### src/rtl/ringosc_freq_meter.sv
// Ring-oscillator frequency meter: enables the oscillator, lets it settle, then
// counts synchronized rising edges over a 2^GATE_LOG2-cycle window.
`timescale 1ns/1ps

module ringosc_freq_meter #(
  parameter int GATE_LOG2  = 10,
  parameter int CNT_W      = 16,
  parameter int SETTLE_CYC = 8
) (
  input  logic             clk,
  input  logic             rst_n,
  input  logic             start,
  input  logic             osc_in,
  output logic             osc_en,
  output logic             busy,
  output logic [CNT_W-1:0] count,
  output logic             count_valid,
  output logic             overflow
);

  localparam int SET_W = (SETTLE_CYC > 1) ? $clog2(SETTLE_CYC) : 1;

  typedef enum logic [1:0] {
    IDLE    = 2'd0,
    SETTLE  = 2'd1,
    MEASURE = 2'd2
  } state_e;

  state_e             state_q, state_d;
  logic [2:0]         sync_q;
  logic [SET_W-1:0]   settle_q, settle_d;
  logic [GATE_LOG2-1:0] gate_q, gate_d;
  logic [CNT_W-1:0]   edge_q, edge_d;
  logic               ovf_q, ovf_d;
  logic               osc_en_q, osc_en_d;
  logic               busy_q, busy_d;
  logic [CNT_W-1:0]   count_q, count_d;
  logic               count_valid_q, count_valid_d;
  logic               overflow_q, overflow_d;

  logic               rise;
  logic               settle_done;
  logic               gate_done;
  logic               edge_sat;
  logic [CNT_W-1:0]   edge_acc;
  logic               ovf_acc;

  // Two synchronizer flops plus a history flop; runs in every state.
  // NOTE: sequential state is always assigned with <= so every flop samples
  // the pre-edge value of its neighbours, exactly like the hardware.
  always_ff @(posedge clk or negedge rst_n) begin
    if (!rst_n) begin
      sync_q <= '0;
    end else begin
      sync_q <= {sync_q[1:0], osc_in};
    end
  end

  assign rise        = sync_q[1] & ~sync_q[2];
  assign settle_done = (settle_q == SET_W'(SETTLE_CYC - 1));
  assign gate_done   = &gate_q;

  // Saturating edge accumulator; ovf records a rise lost at all-ones.
  assign edge_sat = &edge_q;
  assign edge_acc = (rise && !edge_sat) ? edge_q + 1'b1 : edge_q;
  assign ovf_acc  = ovf_q | (rise & edge_sat);

  always_ff @(posedge clk or negedge rst_n) begin
    if (!rst_n) begin
      state_q <= IDLE;
    end else begin
      state_q <= state_d;
    end
  end

  // NOTE: every always_comb output gets a default first, so no path through
  // the case statement can leave a signal unassigned and infer a latch.
  always_comb begin
    state_d = state_q;
    case (state_q)
      IDLE:    if (start)       state_d = SETTLE;
      SETTLE:  if (settle_done) state_d = MEASURE;
      MEASURE: if (gate_done)   state_d = IDLE;
      default:                  state_d = IDLE;
    endcase
  end

  always_comb begin
    settle_d      = settle_q;
    gate_d        = gate_q;
    edge_d        = edge_q;
    ovf_d         = ovf_q;
    osc_en_d      = osc_en_q;
    busy_d        = busy_q;
    count_d       = count_q;
    overflow_d    = overflow_q;
    count_valid_d = 1'b0;
    case (state_q)
      IDLE: begin
        if (start) begin
          osc_en_d = 1'b1;
          busy_d   = 1'b1;
          settle_d = '0;
        end
      end
      SETTLE: begin
        if (settle_done) begin
          gate_d = '0;
          edge_d = '0;
          ovf_d  = 1'b0;
        end else begin
          settle_d = settle_q + 1'b1;
        end
      end
      MEASURE: begin
        edge_d = edge_acc;
        ovf_d  = ovf_acc;
        if (gate_done) begin
          // The final window cycle's rise is folded into the published result.
          count_d       = edge_acc;
          overflow_d    = ovf_acc;
          count_valid_d = 1'b1;
          osc_en_d      = 1'b0;
          busy_d        = 1'b0;
        end else begin
          gate_d = gate_q + 1'b1;
        end
      end
      default: begin
        osc_en_d = 1'b0;
        busy_d   = 1'b0;
      end
    endcase
  end

  always_ff @(posedge clk or negedge rst_n) begin
    if (!rst_n) begin
      settle_q      <= '0;
      gate_q        <= '0;
      edge_q        <= '0;
      ovf_q         <= 1'b0;
      osc_en_q      <= 1'b0;
      busy_q        <= 1'b0;
      count_q       <= '0;
      count_valid_q <= 1'b0;
      overflow_q    <= 1'b0;
    end else begin
      settle_q      <= settle_d;
      gate_q        <= gate_d;
      edge_q        <= edge_d;
      ovf_q         <= ovf_d;
      osc_en_q      <= osc_en_d;
      busy_q        <= busy_d;
      count_q       <= count_d;
      count_valid_q <= count_valid_d;
      overflow_q    <= overflow_d;
    end
  end

  assign osc_en      = osc_en_q;
  assign busy        = busy_q;
  assign count       = count_q;
  assign count_valid = count_valid_q;
  assign overflow    = overflow_q;

endmodule
### config.mk
export PLATFORM = sky130hd
export DESIGN_NAME = ringosc_freq_meter
export DESIGN_NICKNAME = d
export VERILOG_FILES = /design/src/rtl/ringosc_freq_meter.sv
export SDC_FILE = /design/constraint.sdc
export NUM_CORES = 1
export LEC_CHECK = 0
export ABC_AREA = 1
export BUFFER_PORTS_ARGS = -buffer_cell sky130_fd_sc_hd__buf_2
export CAP_MARGIN = 20
export CORE_MARGIN = 4
export CORE_UTILIZATION = 32
export DETAILED_ROUTE_END_ITERATION = 8
export SKIP_LAST_GASP = 1
export SYNTH_ARGS = -nofsm -noshare
export SYNTH_HDL_FRONTEND = slang
export SYNTH_SLANG_ARGS = --single-unit
export TNS_END_PERCENT = 1
### constraint.sdc
create_clock -name clk -period 4.3 [get_ports clk]
set_input_delay 0.43 -clock clk [delete_from_list [all_inputs] [get_ports clk]]
set_output_delay 0.43 -clock clk [all_outputs]
set_load 0.1 [all_outputs]
Word-level counts from Yosys, hierarchy flattened:

Index checks and enable logic that the tools add are counted.

* bits in registers: 54
* input bits: 4
* output and inout bits: 20
* logic and storage cells: 59

* $add $sub $neg: 3
* equal/unequal tests: 8
* multiplexer cells: 20
* bitwise gates (word level): 5
* reduce and logical (&&, ||, !) cells: 13

Operators by type and width (number)
* $mux 16: 2
* $pmux 16 s2: 1
* $mux 10: 2
* $pmux 10 s2: 1
* $add 16x1->16 const B: 1
* $reduce_and 16->1: 1
* $reduce_and 3->1: 4
* $reduce_and 11->1: 1
* $add 10x1->10 const B: 1
* $ne 2x2->1 const B: 5
* $reduce_and 10->1: 1
* $mux 2: 3
* $mux 3: 2
* $pmux 2 s3: 1
* $pmux 3 s2: 1
* $mux 1: 5
* $reduce_bool 2->1: 2
* $add 3x1->3 const B: 1
* $eq 3x3->1 const B: 1
* $pmux 1 s3: 1
* $and 1x1->1: 2
* $eq 2x1->1 const B: 1
* $eq 2x2->1 const B: 1
* $logic_not 2->1: 1
* 6 further kinds: 7

Longest topological paths before layout:

Gate-level depths: netlist (run 1).

* depth in word-level cells: 5
* mapped depth: 11
* gate-level depth less buffers: 10

Worst setup path after synthesis (run 1):

No wires, ideal clock.

* path kind: register -> output
* from: reg, netlist name busy
* to: out osc_en
* arrival time: 1335 ps
* required time: 3870 ps
* setup slack: 2535 ps
* stages on the path, launching flop included: 2
* path buffers: 1
* path through: dfrtp_1 -> buf_4

RTL lines
* to (decl): line 14 `output logic osc_en,`

Final worst setup path (run 1):

* from: reg edge_q[0]
* to: reg count_q[1] (netlist: count[1])

* longest elaborated chain between the ends: 4
* elaborated cells between the ends (all ways): 5
* classes of those cells: 1 x add/sub; 1 x mux; 3 x reduce/logical

RTL lines
* from (decl): line 33 `logic [CNT_W-1:0] edge_q, edge_d;`
* from (signal assigned): line 150 `edge_q <= edge_d;`
* branches (longest 3 deep; another with $add 16x1->16)
* $mux 16 *: line 65 `assign edge_acc = (rise && !edge_sat) ? edge_q + 1'b1 : edge_q;`
* to (signal assigned): line 154 `count_q <= count_d;`
* to (decl): line 37 `logic [CNT_W-1:0] count_q, count_d;`

Mark *: on every way between the ends.
A chain may end at the register's enable or synchronous reset.

==> key figures, run 1 <==
Status
  – Status: completed

Synthesis
  – Number of distinct library cells after synthesis: 28
  – Seq/Total Area, Yosys: 0.483
  – Ys async rst share: 1.00
  – Yosys Warn Count: 0
  – Synth top area cells: dfrtp_1 48%, nand2_1 20%, nand3_1 8.2%
  – Post-synth EDFFs: 0
  – Flops & latches, synth: 54
  – Post-Syn Instances: 367
  – Synth Cell Area: 2800 sq um
  – Synth Area per Inst: 7.63 sq um
  – Most numerous cell in the Yosys netlist: nand2_1
  – Top-area cell type share of the netlist area: 0.483
  – Synth top cells by count: 152 x nand2_1, 54 x dfrtp_1, 46 x nand3_1
  – Syn Nets: 375
  – Cell taking the most area after synthesis: dfrtp_1
  – Main flop type after synthesis: dfrtp_1

Global routing
  – Grt ovf: 0
  – Largest net degree at the start of global routing: 55
  – Vias in the first global route: 2,317
  – GR Util All Layers: 0.126
  – Initial antenna violation count: 0
  – First-pass GRT wire length: 10,500 microns

Pwr
  – Tot Pwr: 0.947 mW
  – NetSw: 0.266 mW
  – Combinational Power Share: 0.108
  – Static Leak: 1.63 nW
  – P_int: 0.681 mW
  – Clk pwr share: 0.299
  – Switch share: 0.281
  – Worst VDD drop: 0.177 mV
  – Reg power frac: 0.592
  – P per Cell Area: 307 nW/um^2

STA
  – Fin Setup TNS: 0 ns
  – Final setup viols: 0
  – Unrepaired setup endpoints after global routing: false
  – Max Slew Vio Count: 0
  – Least-Margin Pin Slew: 0.852 ns
  – Max_slew headroom: 0.430
  – Final hold violations: 0
  – Clock Skew: 0.00792 ns
  – Fin crit period: 2.11 ns
  – Post-route clock period utilization: 0.490
  – FMAX: 475 MHz

Clock network
  – CTS buffer count: 5
  – Postcts setup bufs: 0
  – H-tree levels: 2
  – Worst-path clk slew: 0.10 ns
  – Post-CTS Resized: 0
  – Max Root-Sink Buffers: 2
  – CTS tree: built
  – Worst-Skew Late Latency: 0.31 ns
  – Hold_buf cts: 0
  – Clock sinks: 54
  – Root Driver: clkbuf_8

Cells and area
  – Nets: 398
  – Synth-to-layout area growth: 10.0%
  – Share of cells above drive strength 1: 0.110
  – Post-route non-filler standard cell count: 496
  – # diodes: 0

Setup path
  – Worst Setup Start Kind: register
  – Crit Path Max Fanout: 13
  – Reg2reg setup slack: 2.19 ns
  – Worst EP required: 4.50 ns
  – CP endpoint kind: register
  – Setup CP Type: register to register
  – Critical Path AT: 2.31 ns

Drt
  – Routed vias/inst: 4.69
  – DR iter-0 viols: 81
  – DRC: 0
  – WL per Instance: 11.9 microns
  – DRT Pass-1 Iters: 4
  – Antenna Nets Post-Route: 0
  – Via count: 2,326
  – Routed Wire Length: 5900 microns

Placement
  – Final GP Congestion: 0.890
  – Buffers on Ports: 23
  – Post-DP HPWL: 4170 microns
  – Placed cell count: 488

Floorplan
  – I/O pins: 24
  – Die ar.: 10,300 sq um
  – Core ar.: 8380 sq um
  – Chip height: 102 microns
  – Num rows: 33
  – Die width: 102 microns
  – Starting Density: 0.334

Job
  – Max_cap viols: 0

Min path
  – Worst Hold Class: input pin to register
## final timing paths
| path | startpoint | to | depth (start not counted) |
|---|---|---|---|
| min in group asynchronous | rst_n | count[11]$_DFFE_PN0P_ | 2 |
| max in group asynchronous | rst_n | ovf_q$_DFFE_PN0P_ | 2 |
| worst max register to register | edge_q[0]$_DFFE_PN0P_ | count[1]$_DFFE_PN0P_ | 9 |
| worst min-delay path | osc_in | sync_q[0]$_DFF_PN0_ | 1 |
| worst max-delay path | edge_q[0]$_DFFE_PN0P_ | count[1]$_DFFE_PN0P_ | 9 |
| worst min register to register | sync_q[0]$_DFF_PN0_ | sync_q[1]$_DFF_PN0_ | 0 |
## cells by family after synthesis
kind of cell    share of synthesized area
xor+xnor                           0.0125
fa+ha+maj                          0.0179
simple gates                        0.369
flops                               0.483
buf+inv                            0.0666
compound gates                     0.0514
## power by group through the flow
stage	Combinational, mW	Sequential (mW)	Clock, mW
floorplan	0.0783	0.562	0
global placement	0.102	0.569	0
detailed placement	0.104	0.570	0
CTS	0.104	0.560	0.298
global route	0.123	0.564	0.319
finish	0.102	0.561	0.284
## area by class of cell
class / instances / area, sq um
Tap cell: 105 / 131
Sequential cell: 54 / 1350
Clock buffer: 6 / 72.6
Inverter: 31 / 119
Clock inverter: 2 / 13.8
Timing Repair Buffer: 25 / 130
Fill cell: 896 / 5300
Multi-Input combinational cell: 273 / 1260
## stage by stage
step / setup slack (ns) / util / hold slack [ns] / cell area (sq um)
finish: 2.19 / 0.368 / 0.219 / 3080
global route: 1.97 / 0.368 / 0.196 / 3080
CTS: 2.20 / 0.368 / 0.205 / 3080
detailed placement: 2.22 / 0.357 / 0.339 / 2990
global placement: 2.29 / 0.357 / 0.333 / 2990
floorplan: 2.53 / - / 0.134 / 2800
## critical path, stage by stage, from the launching register on
cell and delay [ns]:
dfrtp_1 0.42, ha_1 0.26, inv_1 0.08, nor2_2 0.06, nand2_1 0.08, nor2_1 0.05
nor2_1 0.64, nand2_1 0.16, o211ai_1 0.16, nand2_1 0.08
## placed cells by master, fill, tap and decap left out, types with 4 or more instances in the layout
cell type and count:
nor2_1 23, o21ai_0 16, ha_1 4, clkbuf_8 5, nand4_1 7, nand3_1 46
inv_1 30, buf_2 23, nand2_1 152, dfrtp_1 54
## sequential cells by signal (all words and copies together) (netlist names)
signal / flops
ovf_q: 1
count: 16
edge_q: 16
settle_q: 3
busy: 1
count_valid: 1
overflow: 1
sync_q: 3
gate_q: 10
state_q: 2
## routing by layer
| layer | GRT usage | part of all wire |
|---|---|---|
| met5 | 0 | 0 |
| met4 | 0.0450 | 0.0068 |
| met3 | 0.0324 | 0.045 |
| met2 | 0.191 | 0.45 |
| met1 | 0.173 | 0.50 |
No activity file was read; power rests on OpenSTA's default activity.
==> run 2: changes to the inputs <==
- clock period: 4.3 -> 2.1 ns (I/O delays scaled with it)
==> key figures, run 2 (synthesis gave the netlist of run 1 again) <==
Min path
  – Worst Hold Class: input pin to register
  – Hold Path Stages: 3

Drt
  – DR iter-0 viols: 87
  – DRC: 0
  – Via count: 2,392
  – Routed Wire Length: 5960 microns
  – Routed vias/inst: 4.77
  – DRT Pass-1 Iters: 4
  – Antenna Nets Post-Route: 0
  – WL per Instance: 11.9 microns

Setup path
  – Slowest-stage cell, CP: dfrtp_1
  – Most used cell, CP: nand2_1
  – CP cell instances: ha_1 > inv_1 > nor2_2 > nand2_1 > nor2_1 > nor2_2 > nand2_1 > o211ai_1 > nand2_1
  – Reg2Reg Depth: 9
  – CP endpoint kind: register
  – Setup CP Type: register to register
  – Crit path buffers/inverters: 1
  – Critical path's largest stage delay: 0.43 ns
  – WP depth: 9
  – Worst Setup Start Kind: register
  – CP delay by family, top: simple AND/OR/NAND/NOR gates
  – Worst EP required: 2.29 ns
  – Critical Path AT: 2.00 ns
  – Crit Path Max Fanout: 13

Global routing
  – Vias in the first global route: 2,251
  – GR Util All Layers: 0.127
  – Initial antenna violation count: 0
  – Grt ovf: 0
  – Largest net degree at the start of global routing: 31
  – First-pass GRT wire length: 10,600 microns

STA
  – Post-route clock period utilization: 0.863
  – Fin Setup TNS: 0 ns
  – Clock Skew: 0.00640 ns
  – Final setup viols: 0
  – Final hold slack: 0.219 ns
  – Final hold violations: 0
  – Unrepaired setup endpoints after global routing: false
  – Least-Margin Pin Slew: 0.615 ns
  – FMAX: 552 MHz
  – Max Slew Vio Count: 0
  – Max_slew headroom: 0.590
  – Fin crit period: 1.81 ns

Pwr
  – Combinational Power Share: 0.114
  – Reg power frac: 0.598
  – P per Cell Area: 612 nW/um^2
  – Clk pwr share: 0.288
  – Worst VDD drop: 0.294 mV
  – NetSw: 0.524 mW
  – P_int: 1.40 mW
  – Switch share: 0.273
  – Static Leak: 1.65 nW

Cells and area
  – Share of cells above drive strength 1: 0.119
  – FILL cells: 891
  – Most frequent cells in the layout: 151 x nand2_1, 54 x dfrtp_1, 46 x nand3_1
  – Sequential cell area: 1350 sq um
  – Post-Layout Inst Area: 3140 sq um
  – Commonest non-fill, non-tap cell in the layout: nand2_1
  – # diodes: 0
  – Synth-to-layout area growth: 12.1%
  – Final core utilization: 0.374
  – Post-route non-filler standard cell count: 501
  – Multi-input gate area: 1270 sq um
  – Nets: 404

Floorplan
  – Die ar.: 10,300 sq um
  – I/O pins: 24
  – Core ar.: 8380 sq um
  – Die width: 102 microns
  – Num rows: 33
  – Starting Density: 0.334
  – Chip height: 102 microns

Placement
  – Area post-placement: 3040 sq um
  – Final GP Congestion: 0.885
  – Placed cell count: 492
  – Post-DP HPWL: 4280 microns
  – Buffers on Ports: 23

Clock network
  – Worst-path clk slew: 0.09 ns
  – CTS tree: built
  – H-tree levels: 2
  – Clock sinks: 54
  – Worst-Skew Late Latency: 0.30 ns
  – CTS buffer count: 5
  – Postcts setup bufs: 0
  – Max Root-Sink Buffers: 2
  – Root Driver: clkbuf_8

Job
  – Max_cap viols: 0

Status
  – Status: completed
==> run 2: cell types whose count changed in the layout (fill, tap and decap cells not counted), sizes merged <==
| cell | previous run | this run |
|---|---|---|
| buf | 25 | 29 |
| clkinv | 2 | 0 |
| dlygate4sd3 | 0 | 2 |
| clkbuf | 6 | 7 |
==> run 2: per-stage QoR <==
| stage | setup WS [ns] | total power, mW |
|---|---|---|
| 2_1_floorplan | 0.538 | 1.31 |
| 3_3_place_gp | 0.108 | 1.38 |
| 3_5_place_dp | 0.0165 | 1.39 |
| 4_1_cts | 0.148 | 1.95 |
| 5_1_grt | 0.0685 | 2.04 |
| 6_report | 0.287 | 1.92 |
==> run 2: path summary, 6_finish.rpt <==
check	from	to	slack (ns)
min in group asynchronous	rst_n	count_valid$_DFF_PN0_	0.45
worst max register to register	edge_q[1]$_DFFE_PN0P_	count[1]$_DFFE_PN0P_	0.29
worst min register to register	sync_q[0]$_DFF_PN0_	sync_q[1]$_DFF_PN0_	0.35
max in group asynchronous	rst_n	count[5]$_DFFE_PN0P_	1.07
worst max-delay path	edge_q[1]$_DFFE_PN0P_	count[1]$_DFFE_PN0P_	0.29
worst min-delay path	start	state_q[0]$_DFFE_PN0P_	0.22
==> run 2: timing repair <==
action,CTS,global route
hold endpoints to repair,24,1
hold buffers,1,1
gates cloned,0,0
setup endpoints to repair,2,3
pin swaps,0,0
gates resized for setup,1,1
==> run 2: power by group through the flow <==
stage	registers, mW	clock network, mW	logic, mW
floorplan	1.15	0	0.160
global placement	1.17	0	0.211
detailed placement	1.17	0	0.217
CTS	1.15	0.580	0.220
global route	1.16	0.624	0.260
finish	1.15	0.553	0.218
==> run 2: cell type report <==
| type | instances | area share |
|---|---|---|
| Inverter | 31 | 0.0379 |
| Sequential cell | 54 | 0.431 |
| Clock buffer | 7 | 0.0243 |
| Timing Repair Buffer | 31 | 0.0614 |
| Tap cell | 105 | 0.0419 |
| Multi-Input combinational cell | 273 | 0.404 |
==> run 2: routing by layer <==
layer  vias up  global-route usage  share of wire
met5         -                   0              0
met4         0              0.0297          0.010
met3         6              0.0269          0.033
met2        26               0.200           0.45
met1      1132               0.178           0.50
li1       1228                   -              -
==> run 2: worst register-to-register path: cells and delay by family (launching register included) <==
| kind | cells | cell delay [ns] |
|---|---|---|
| compound gates | 1 | 0.13 |
| fa+ha+maj | 1 | 0.25 |
| buf+inv | 1 | 0.08 |
| flops | 1 | 0.43 |
| simple gates | 6 | 0.83 |
==> run 3: changes to the inputs <==
- CORE_UTILIZATION: 32 -> 55
- CTS_CLUSTER_DIAMETER: not set -> 50
- PLACE_DENSITY: not set -> 0.74
==> key figures, run 3 (synthesis gave the netlist of run 1 again) <==
Floorplan
  – I/O pins: 24
  – Starting Density: 0.581
  – Die width: 79.4 microns
  – Num rows: 25
  – Chip height: 79.4 microns
  – Core ar.: 4820 sq um
  – Die ar.: 6300 sq um

Global routing
  – GR Util All Layers: 0.207
  – First-pass GRT wire length: 10,400 microns
  – Largest net degree at the start of global routing: 33
  – Vias in the first global route: 2,355
  – Initial antenna violation count: 0
  – Grt ovf: 0

Setup path
  – Crit Path Max Fanout: 13
  – CP endpoint kind: register
  – Setup CP Type: register to register
  – Most used cell, CP: nand2_1
  – Worst Setup Start Kind: register
  – CP cell instances: ha_1 > nand4_1 > nor2_4 > nand2_4 > nand2_1 > nand2_1 > nand2_1 > o21ai_0
  – Slowest-stage cell, CP: dfrtp_1
  – Crit path buffers/inverters: 0
  – CP delay by family, top: simple AND/OR/NAND/NOR gates
  – Worst EP required: 2.31 ns
  – Critical Path AT: 2.12 ns
  – Critical path's largest stage delay: 0.40 ns

Clock network
  – Root Driver: clkbuf_8
  – H-tree levels: 2
  – CTS buffer count: 5
  – Max Root-Sink Buffers: 2
  – Worst-Skew Late Latency: 0.32 ns
  – Postcts setup bufs: 0
  – Worst-path clk slew: 0.11 ns
  – Clock sinks: 54
  – CTS tree: built

Pwr
  – Switch share: 0.286
  – NetSw: 0.565 mW
  – Combinational Power Share: 0.111
  – Worst VDD drop: 0.343 mV
  – P per Cell Area: 638 nW/um^2
  – Reg power frac: 0.580
  – P_int: 1.41 mW
  – Static Leak: 1.66 nW
  – Clk pwr share: 0.309

STA
  – Unrepaired setup endpoints after global routing: true
  – Final hold violations: 0
  – Clock Skew: 0.0120 ns
  – Post-route clock period utilization: 0.909
  – Max Slew Vio Count: 0
  – Fin crit period: 1.91 ns
  – Final setup viols: 0
  – Least-Margin Pin Slew: 0.514 ns
  – FMAX: 524 MHz
  – Fin Setup TNS: 0 ns
  – Max_slew headroom: 0.658

Drt
  – Routed Wire Length: 5650 microns
  – DRC: 0
  – Routed vias/inst: 5.15
  – Antenna Nets Post-Route: 0
  – DRT Pass-1 Iters: 4
  – Via count: 2,385
  – DR iter-0 viols: 169
  – WL per Instance: 12.2 microns

Cells and area
  – # diodes: 0
  – Post-route non-filler standard cell count: 463
  – Most frequent cells in the layout: 152 x nand2_1, 54 x dfrtp_1, 46 x nand3_1
  – Nets: 403
  – Sequential cell area: 1350 sq um
  – Multi-input gate area: 1260 sq um
  – Share of cells above drive strength 1: 0.121
  – FILL cells: 457
  – Commonest non-fill, non-tap cell in the layout: nand2_1
  – Synth-to-layout area growth: 10.8%

Placement
  – Post-DP HPWL: 4060 microns
  – Placed cell count: 453
  – Buffers on Ports: 23
  – Final GP Congestion: 0.878

Job
  – Max_cap viols: 0

Status
  – Status: completed

Min path
  – Worst Hold Class: input pin to register
[run 3: final timing paths]
check	startpoint	to	slack (ns)	cells after the start
setup reg to reg	gate_q[0]$_DFFE_PN0P_	gate_q[3]$_DFFE_PN0P_	0.19	8
setup / recovery	gate_q[0]$_DFFE_PN0P_	gate_q[3]$_DFFE_PN0P_	0.19	8
hold reg to reg	sync_q[0]$_DFF_PN0_	sync_q[1]$_DFF_PN0_	0.36	0
min in group asynchronous	rst_n	edge_q[9]$_DFFE_PN0P_	0.39	2
max in group asynchronous	rst_n	edge_q[0]$_DFFE_PN0P_	1.16	3
hold / removal	start	busy$_DFFE_PN0P_	0.20	3
[run 3: power by group through the flow]
stage / Combinational (mW) / Sequential [mW] / Clock [mW]
2_1_floorplan: 0.160 / 1.15 / 0
4_1_cts: 0.222 / 1.15 / 0.638
3_3_place_gp: 0.209 / 1.17 / 0
3_5_place_dp: 0.219 / 1.17 / 0
6_report: 0.219 / 1.15 / 0.611
5_1_grt: 0.258 / 1.16 / 0.677
[run 3: timing repair]
item | 4_1_cts | 5_1_grt
gates resized for setup | 0 | 1
hold buffers | 2 | 0
hold endpoints to repair | 23 | 0
endpoints found under the setup margin | 0 | 19
[run 3: metal layers]
| metal | share of wire | wire length, microns | GRT usage | up-vias |
|---|---|---|---|---|
| li1 | - | - | - | 1225 |
| met1 | 0.45 | 2520 | 0.266 | 1112 |
| met2 | 0.50 | 2850 | 0.346 | 40 |
| met3 | 0.037 | 208 | 0.0351 | 8 |
| met4 | 0.012 | 68 | 0.0825 | 0 |
| met5 | 0 | 0 | 0 | - |
[run 3: stage by stage]
| stage | worst slack (ns) | hold WS [ns] | area, sq um | util | total power [mW] |
|---|---|---|---|---|---|
| 2_1_floorplan | 0.538 | -0.0856 | 2800 | - | 1.31 |
| 3_3_place_gp | 0.140 | 0.211 | 2980 | 0.619 | 1.37 |
| 3_5_place_dp | 0.0476 | 0.213 | 2980 | 0.619 | 1.39 |
| 4_1_cts | 0.0331 | 0.189 | 3100 | 0.643 | 2.01 |
| 5_1_grt | -0.0392 | 0.229 | 3100 | 0.644 | 2.09 |
| 6_report | 0.191 | 0.202 | 3100 | 0.644 | 1.98 |
[run 3: worst register-to-register path: cells and delay by family, from the launching register on]
kind / cells / cell delay, ns
adder cells (fa/ha/maj): 1 / 0.19
flip-flops: 1 / 0.40
AND/OR/NAND/NOR: 6 / 1.13
AO/OA/AOI/OAI: 1 / 0.07
[run 3: layout make-up]
| class | count | area share |
|---|---|---|
| Tap cell | 67 | 0.0270 |
| Clock buffer | 5 | 0.0222 |
| Inverter | 31 | 0.0383 |
| Timing Repair Buffer | 30 | 0.0597 |
| Sequential cell | 54 | 0.436 |
| Multi-Input combinational cell | 273 | 0.408 |
| Clock inverter | 3 | 0.00928 |
